### config.mk
export PLATFORM = sky130hd
export DESIGN_NAME = if_id_fifo
export DESIGN_NICKNAME = d
export VERILOG_FILES = /design/src/rtl/if_id_fifo_pkg.sv /design/src/rtl/if_id_fifo_sat_counter32.sv /design/src/rtl/if_id_fifo.sv
export SDC_FILE = /design/constraint.sdc
export NUM_CORES = 1
export LEC_CHECK = 0
export BUFFER_PORTS_ARGS = -buffer_cell sky130_fd_sc_hd__buf_2
export CAP_MARGIN = 20
export CORE_MARGIN = 8
export CORE_UTILIZATION = 30
export DETAILED_ROUTE_END_ITERATION = 8
export SLEW_MARGIN = 25
export SYNTH_ARGS = -nofsm -noshare
export SYNTH_HDL_FRONTEND = slang
export SYNTH_HIERARCHICAL = 1
export SYNTH_SLANG_ARGS = --single-unit
export TNS_END_PERCENT = 30
### constraint.sdc
create_clock -name clk_i -period 15.41 [get_ports clk_i]
set_input_delay 0.7705 -clock clk_i [delete_from_list [all_inputs] [get_ports clk_i]]
set_output_delay 0.7705 -clock clk_i [all_outputs]
set_load 0.005 [all_outputs]
### src/rtl/if_id_fifo_pkg.sv
// -----------------------------------------------------------------------------
// if_id_fifo_pkg
// Shared constants for the fetch/decode boundary.
//   `INST_WIDTH     : instruction width (32)
//   `SYS_ADDR_SPACE : program counter width (32)
//   `NOP_INST       : canonical bubble instruction, addi x0,x0,0 (32'h0000_0013).
//                     Decode uses the same value for its own bubbles.
// The package carries the typed defaults used by if_id_fifo.
// Optional feature macro used by this slice: IF_ID_PERF_CNT_EN.
// -----------------------------------------------------------------------------
`ifndef IF_ID_DEFINES_SVH
`define IF_ID_DEFINES_SVH
`define INST_WIDTH 32
`define SYS_ADDR_SPACE 32
`define NOP_INST 32'h0000_0013
`endif

package if_id_fifo_pkg;

    localparam int unsigned DEFAULT_DEPTH = 2;
    localparam logic [31:0] NOP_INST_VAL  = `NOP_INST;

endpackage

### src/rtl/if_id_fifo_sat_counter32.sv
// -----------------------------------------------------------------------------
// sat_counter32
// 32-bit event counter that sticks at 32'hFFFF_FFFF instead of wrapping.
// Only built when IF_ID_PERF_CNT_EN is defined.
// Ports:
//   clk      : clock, rising edge
//   rst_n    : asynchronous active-low reset, clears the count
//   load     : load load_val into the counter (has priority over inc)
//   load_val : value to load
//   inc      : count one event this cycle
//   count    : current count
// -----------------------------------------------------------------------------
`ifdef IF_ID_PERF_CNT_EN
module sat_counter32 (
    input  logic        clk,
    input  logic        rst_n,
    input  logic        load,
    input  logic [31:0] load_val,
    input  logic        inc,
    output logic [31:0] count
);

    logic [31:0] count_reg;

    always_ff @(posedge clk or negedge rst_n) begin
        if (!rst_n) begin
            count_reg <= '0;
        end else if (load) begin
            count_reg <= load_val;
        end else if (inc && (count_reg != 32'hFFFF_FFFF)) begin
            count_reg <= count_reg + 32'd1;
        end
    end

    assign count = count_reg;

endmodule
`endif

### src/rtl/if_id_fifo.sv
// -----------------------------------------------------------------------------
// if_id_fifo
// Circular buffer between instruction fetch and decode. Each accepted
// {pc, inst} pair is stored and the oldest one is presented to decode.
// Fetch is held off with stall_o while the buffer is full; a flush discards
// every buffered entry on a redirect.
// Optional feature: define IF_ID_PERF_CNT_EN to add the stall/bubble counters.
// Ports:
//   clk_i        : clock, rising edge
//   rst_ni       : asynchronous active-low reset
//   valid_i      : fetch presents a valid instruction
//   inst_i/pc_i  : fetched instruction and its PC
//   stall_o      : buffer full, fetch must hold its PC
//   flush_i      : discard all entries (wins over push and pop)
//   ready_i      : decode accepts the head entry
//   valid_o      : head entry valid
//   inst_o/pc_o  : head entry (NOP / 0 while empty)
//   count_o      : occupancy
//   stall_cnt_o  : (IF_ID_PERF_CNT_EN) cycles with stall_o and valid_i high
//   bubble_cnt_o : (IF_ID_PERF_CNT_EN) cycles with nothing to decode, no flush
// -----------------------------------------------------------------------------
module if_id_fifo
    import if_id_fifo_pkg::*;
#(
    parameter int unsigned       DEPTH    = DEFAULT_DEPTH,
    parameter int unsigned       INST_W   = `INST_WIDTH,
    parameter int unsigned       ADDR_W   = `SYS_ADDR_SPACE,
    parameter logic [INST_W-1:0] NOP_INST = INST_W'(NOP_INST_VAL)
) (
    input  logic                       clk_i,
    input  logic                       rst_ni,
    input  logic                       valid_i,
    input  logic [INST_W-1:0]          inst_i,
    input  logic [ADDR_W-1:0]          pc_i,
    output logic                       stall_o,
    input  logic                       flush_i,
    input  logic                       ready_i,
    output logic                       valid_o,
    output logic [INST_W-1:0]          inst_o,
    output logic [ADDR_W-1:0]          pc_o,
    output logic [$clog2(DEPTH+1)-1:0] count_o
`ifdef IF_ID_PERF_CNT_EN
    ,
    output logic [31:0]                stall_cnt_o,
    output logic [31:0]                bubble_cnt_o
`endif
);

    localparam int unsigned PTR_W = $clog2(DEPTH);
    localparam int unsigned CNT_W = $clog2(DEPTH + 1);
    localparam logic [CNT_W-1:0] FULL_CNT = CNT_W'(DEPTH);

    logic [ADDR_W-1:0] pc_mem   [DEPTH];
    logic [INST_W-1:0] inst_mem [DEPTH];

    logic [PTR_W-1:0] wr_ptr_reg;
    logic [PTR_W-1:0] rd_ptr_reg;
    logic [CNT_W-1:0] count_reg;

    logic full;
    logic empty;
    logic push;
    logic pop;

    // full/empty come straight from the count register, so stall_o has no
    // combinational path from ready_i or valid_i. A pop while full does not
    // admit the same-cycle fetch; the refill happens the following cycle.
    assign full  = (count_reg == FULL_CNT);
    assign empty = (count_reg == '0);
    assign push  = valid_i & ~full;
    assign pop   = ready_i & ~empty;

    always_ff @(posedge clk_i or negedge rst_ni) begin
        if (!rst_ni) begin
            wr_ptr_reg <= '0;
            rd_ptr_reg <= '0;
            count_reg  <= '0;
        end else if (flush_i) begin
            wr_ptr_reg <= '0;
            rd_ptr_reg <= '0;
            count_reg  <= '0;
        end else begin
            // DEPTH is a power of two, so the pointers wrap by overflow.
            if (push) begin
                wr_ptr_reg <= wr_ptr_reg + PTR_W'(1);
            end
            if (pop) begin
                rd_ptr_reg <= rd_ptr_reg + PTR_W'(1);
            end
            case ({push, pop})
                2'b10:   count_reg <= count_reg + CNT_W'(1);
                2'b01:   count_reg <= count_reg - CNT_W'(1);
                default: count_reg <= count_reg;
            endcase
        end
    end

    // Storage carries no reset; entries are only meaningful below count_reg.
    always_ff @(posedge clk_i) begin
        if (push && !flush_i) begin
            pc_mem[wr_ptr_reg]   <= pc_i;
            inst_mem[wr_ptr_reg] <= inst_i;
        end
    end

    assign stall_o = full;
    assign valid_o = ~empty;
    assign inst_o  = empty ? NOP_INST : inst_mem[rd_ptr_reg];
    assign pc_o    = empty ? '0 : pc_mem[rd_ptr_reg];
    assign count_o = count_reg;

`ifdef IF_ID_PERF_CNT_EN
    sat_counter32 u_stall_cnt (
        .clk      (clk_i),
        .rst_n    (rst_ni),
        .load     (1'b0),
        .load_val (32'h0),
        .inc      (full & valid_i),
        .count    (stall_cnt_o)
    );

    sat_counter32 u_bubble_cnt (
        .clk      (clk_i),
        .rst_n    (rst_ni),
        .load     (1'b0),
        .load_val (32'h0),
        .inc      (empty & ~flush_i),
        .count    (bubble_cnt_o)
    );
`endif

endmodule

* Word level (Yosys, flattened, before mapping)
Memories as Yosys holds them, arrays and structs flattened.
Index checks and enable logic that the tools add are counted.
** Operators by class
- Add/subtract/negate cells :: 4
- Eq/ne operators :: 3
- Multiplexer cells :: 10
- Bitwise operators :: 4
- Reduce and logical (&&, ||, !) cells :: 6
** Operator list (number)
- 32-bit 2-to-1 mux :: 2
- 1-bit 2-to-1 mux :: 6
- 2-bit equality test, second input constant :: 2
- 2-bit case mux with 2 select lines :: 1
- 2-bit nonzero test :: 2
- 3-bit nonzero test :: 1
- 1-bit adder, second input constant :: 2
- 2-bit by 1-bit adder with 2-bit output, second input constant :: 1
- 1-bit AND :: 2
- 2-bit by 1-bit equality test with 1-bit output, second input constant :: 1
- 2-bit zero test :: 1
- 2-bit 2-to-1 mux :: 1
- 1-bit inverter :: 2
- 2-bit by 1-bit subtractor with 2-bit output, second input constant :: 1
- 1-bit logical AND :: 1
- 1-bit zero test :: 1
** Storage, ports and cells
- Register bits after elaboration :: 4
- RAM bits :: 128
- Output and inout bits :: 68
- Memories :: 2
** Memories
- inst_mem :: words 2, width 32, rd ports 1, clocked after Yosys merged registers in 0, write ports 1, line if_id_fifo.sv:54 : logic [INST_W-1:0] inst_mem [DEPTH];
- pc_mem :: words 2, width 32, rd ports 1, clocked after Yosys merged registers in 0, write ports 1, line if_id_fifo.sv:53 : logic [ADDR_W-1:0] pc_mem [DEPTH];

* Longest topological paths before layout
- Depth in word-level cells :: 6
- Depth in mapped cells :: 4

* Worst setup path after synthesis
Ideal clock, no wire load.
- Kind :: input-to-reg
- Start :: input port valid_i
- End :: memory inst_mem[1][0] (netlist name), enable pin
- Arrival :: 5.692 ns
- Path slack :: 9.141 ns
- Cell stages on the path :: 2
- Cells stage by stage :: or2b_1 nor3b_1
** Between the ends
- Longest elaborated chain between the ends :: 4
** RTL lines
- from (decl) :: line if_id_fifo.sv:32 : input logic valid_i,
- 1-bit AND :: line if_id_fifo.sv:70 : assign push = valid_i & ~full;
- 1-bit logical AND :: line if_id_fifo.sv:100 : if (push && !flush_i) begin
- 1-bit 2-to-1 mux :: line if_id_fifo.sv:100
- 1-bit 2-to-1 mux (implied by the code) :: line if_id_fifo.sv:102 : inst_mem[wr_ptr_reg] <= inst_i;
- to (decl) :: line if_id_fifo.sv:54
Every way passes these cells.

* Worst setup path in the final report
- Start :: register count_reg[0] (netlist: count_o[0])
- End :: output port inst_o[0]
** Between the ends
- Longest elaborated chain between the ends :: 2
** RTL lines
- from (decl) :: line if_id_fifo.sv:58 : logic [CNT_W-1:0] count_reg;
- from (signal assigned) :: line if_id_fifo.sv:91 : 2'b10: count_reg <= count_reg + CNT_W'(1);
- from (signal assigned) :: line if_id_fifo.sv:92 : 2'b01: count_reg <= count_reg - CNT_W'(1);
- from (signal assigned) :: line if_id_fifo.sv:93 : default: count_reg <= count_reg;
- 2-bit zero test :: line if_id_fifo.sv:69 : assign empty = (count_reg == '0);
- 32-bit 2-to-1 mux :: line if_id_fifo.sv:108 : assign inst_o = empty ? NOP_INST : inst_mem[rd_ptr_reg];
- to (decl) :: line if_id_fifo.sv:39 : output logic [INST_W-1:0] inst_o,
Every way passes these cells.

==> impl_metrics.env <==
export IMPL_outcome="finished, final reports clean"
export IMPL_port_buffer_count=136
export IMPL_rr_worst_depth=4
export IMPL_r2r_start="count_o[1]$_DFFE_PN0P_"
export IMPL_final_common_cell="buf_2"
export IMPL_drc=0
export IMPL_placed_cells=644
export IMPL_ys_types=22
export IMPL_final_nets=512
export IMPL_finalSetupTns_ns=0
export IMPL_num_antenna_cells=0
export IMPL_worst_slack_ns=12.35
export IMPL_num_vias=2935
export IMPL_core_um2=16500
export IMPL_synth_seq_area_share=0.784
export IMPL_dr_pass1_iters=5
export IMPL_tritoncts="done"
export IMPL_synth_warnings=6
export IMPL_row_count=47
export IMPL_dpl_hpwl_mm=7.04
export IMPL_grt_usage=0.103
export IMPL_instances_no_fill=676
export IMPL_fin_worst_skew_ns=0.00579
export IMPL_initial_core_util=0.305
export IMPL_clk_pin_slew_ns=0.05
export IMPL_endpoint="inst_o[0]"
export IMPL_worstSetupEndpointType="primary output"
export IMPL_ys_seq_elements=132
export IMPL_antenna_found_initial=0
export IMPL_final_cell_mix="136 x buf_2, 128 x edfxtp_1, 64 x mux2i_1, 63 x nor2_1, 17 x clkbuf_16"
export IMPL_syn_area_um2=5030
export IMPL_netlist_area_leader_share=0.765
export IMPL_r2r_end="pc_mem[1][31]$_DFFE_PP_"
export IMPL_startpoint="count_o[0]$_DFFE_PN0P_"
export IMPL_grt_pass1_wl_mm=16.9
export IMPL_num_io_pins=137
export IMPL_vdd_drop_max_mv=0.0652
export IMPL_grt_setup_unrepaired="false"
export IMPL_drive_gt1_frac=0.386
export IMPL_fin_area_um2=6620
export IMPL_cts_root_buffer="clkbuf_16"
export IMPL_cts_sinks=132
export IMPL_maxCapViolCount=0
export IMPL_fp_dieW_um=145
export IMPL_cp_data_arrival_time_ns=2.29
export IMPL_fin_crit_sh=0.199
export IMPL_nFillCells=1591
export IMPL_yosys_area_top_type="edfxtp_1"
export IMPL_r2r_setup_slack_ns=13.41
export IMPL_cp_max_fo=36
export IMPL_required_ns=14.64
export IMPL_cts_resized=0
export IMPL_placed_cell_area_um2=5990
export IMPL_relSlewSlack=0.553
export IMPL_area_growth_pct=31.7
export IMPL_grt_max_degree=37
export IMPL_antenna_left=0
export IMPL_avgSynthCellArea_um2=17.0
export IMPL_syn_nets=364
export IMPL_max_freq_mhz=327
export IMPL_dp_slack_ns=12.70
export IMPL_cts_buffers=17
export IMPL_avgViaCountPerCell=4.34
export IMPL_path_class="reg2out"
export IMPL_p_per_area_nw_per_um2=137
export IMPL_htree_levels=4
export IMPL_finalSetupViolations=0
export IMPL_synth_top_cells_by_area="edfxtp_1 76%, mux2i_1 13%, nor2_1 4.8%, dfrtp_1 2.0%, buf_2 0.80%"
export IMPL_wl_mm=10.7
export IMPL_clk_latency_ns=0.40
export IMPL_wl_per_cell_um=15.8
export IMPL_postCtsSetupRepairBufs=0
export IMPL_grt_overflow=0
export IMPL_p_leak_nw=2.51
export IMPL_drtIter0Drc=134
export IMPL_hold_path_class="in2async"
export IMPL_grt_pass1_vias=3282
export IMPL_hold_buffers=0
export IMPL_total_power_uw=908
export IMPL_place_congestion=0.690
export IMPL_critPathLaunchType="flop"
export IMPL_hold_viol=0
export IMPL_clk_path_buf_depth=2
export IMPL_period_minus_slack_ns=3.06
export IMPL_syn_instance_count=295
export IMPL_die_area_um2=21200
export IMPL_drv_slew=0
export IMPL_worstMarginPinSlew_ns=0.668
export IMPL_die_y_um=145
[through the flow]
| step | hold WS, ns | util |
|---|---|---|
| 2_1_floorplan | 0.475 | - |
| 3_3_place_gp | 0.562 | 0.362 |
| 3_5_place_dp | 0.582 | 0.364 |
| 4_1_cts | 0.145 | 0.402 |
| 5_1_grt | 0.142 | 0.402 |
| 6_report | 0.167 | 0.402 |
[power by group]
| group | switching (mW) | total, mW | leakage (nW) | internal (mW) |
|---|---|---|---|---|
| logic | 0.0372 | 0.0688 | 0.978 | 0.0316 |
| registers | 0.00766 | 0.416 | 1.23 | 0.409 |
| clock network | 0.140 | 0.423 | 0.307 | 0.283 |
| total | 0.185 | 0.908 | 2.51 | 0.724 |
[synthesized netlist by cell type]
cell type  instances
dfrtp_1            4
inv_1              1
nand3_1            1
a31oi_1            1
xor2_1             1
edfxtp_1         128
nor2_1            64
o21ai_0            3
mux2i_1           64
nor3_1             1
nand2_1            4
nor2b_1            1
a22oi_1            1
or2b_1             1
nand3b_1           1
a21oi_1            2
or3_1              1
or4b_1             1
inv_2              1
buf_4              5
buf_2              8
nor3b_1            1
[metal layers]
layer | global-route usage | vias up | wire (um)
met5 | 0 | - | 0
met4 | 0.0422 | 0 | 130
met3 | 0.0479 | 12 | 708
met2 | 0.163 | 95 | 5010
met1 | 0.119 | 1424 | 4810
li1 | - | 1404 | -
[cells by family after synthesis]
kind of cell    count (synthesis)  synth area share
flops                         132             0.784
simple gates                   76            0.0617
mux                            64             0.127
buf+inv                        15            0.0169
compound gates                  7           0.00772
xor+xnor                        1           0.00174
[worst max-delay path, stage by stage, from the launching register on]
cell and delay, ns:
dfrtp_1 0.47, nor2_4 0.57, buf_4 0.49, inv_1 0.15, nand2_1 0.08, buf_2 0.11
[area by class of cell]
type / instances / area, um2 / share of cell area
clock buffers: 23 / 478 / 0.0722
clock inverters: 9 / 151 / 0.0229
inverters: 2 / 7.51 / 0.00113
multi-input cells: 148 / 1020 / 0.153
flip-flops and latches: 132 / 3950 / 0.596
well taps: 220 / 275 / 0.0416
repair buffers: 142 / 746 / 0.113
[how the worst min path moves through the flow]
stage | from | end | slack [ns] | cells after the start
floorplan | rst_ni | count_o[0]$_DFFE_PN0P_ | 0.47 | 0
global placement | wr_ptr_reg$_DFFE_PN0P_ | wr_ptr_reg$_DFFE_PN0P_ | 0.56 | 2
detailed placement | wr_ptr_reg$_DFFE_PN0P_ | wr_ptr_reg$_DFFE_PN0P_ | 0.58 | 2
CTS | rst_ni | count_o[0]$_DFFE_PN0P_ | 0.15 | 1
global route | rst_ni | count_o[0]$_DFFE_PN0P_ | 0.14 | 1
finish | rst_ni | count_o[0]$_DFFE_PN0P_ | 0.17 | 1
Power figures use the tool's default switching activity.
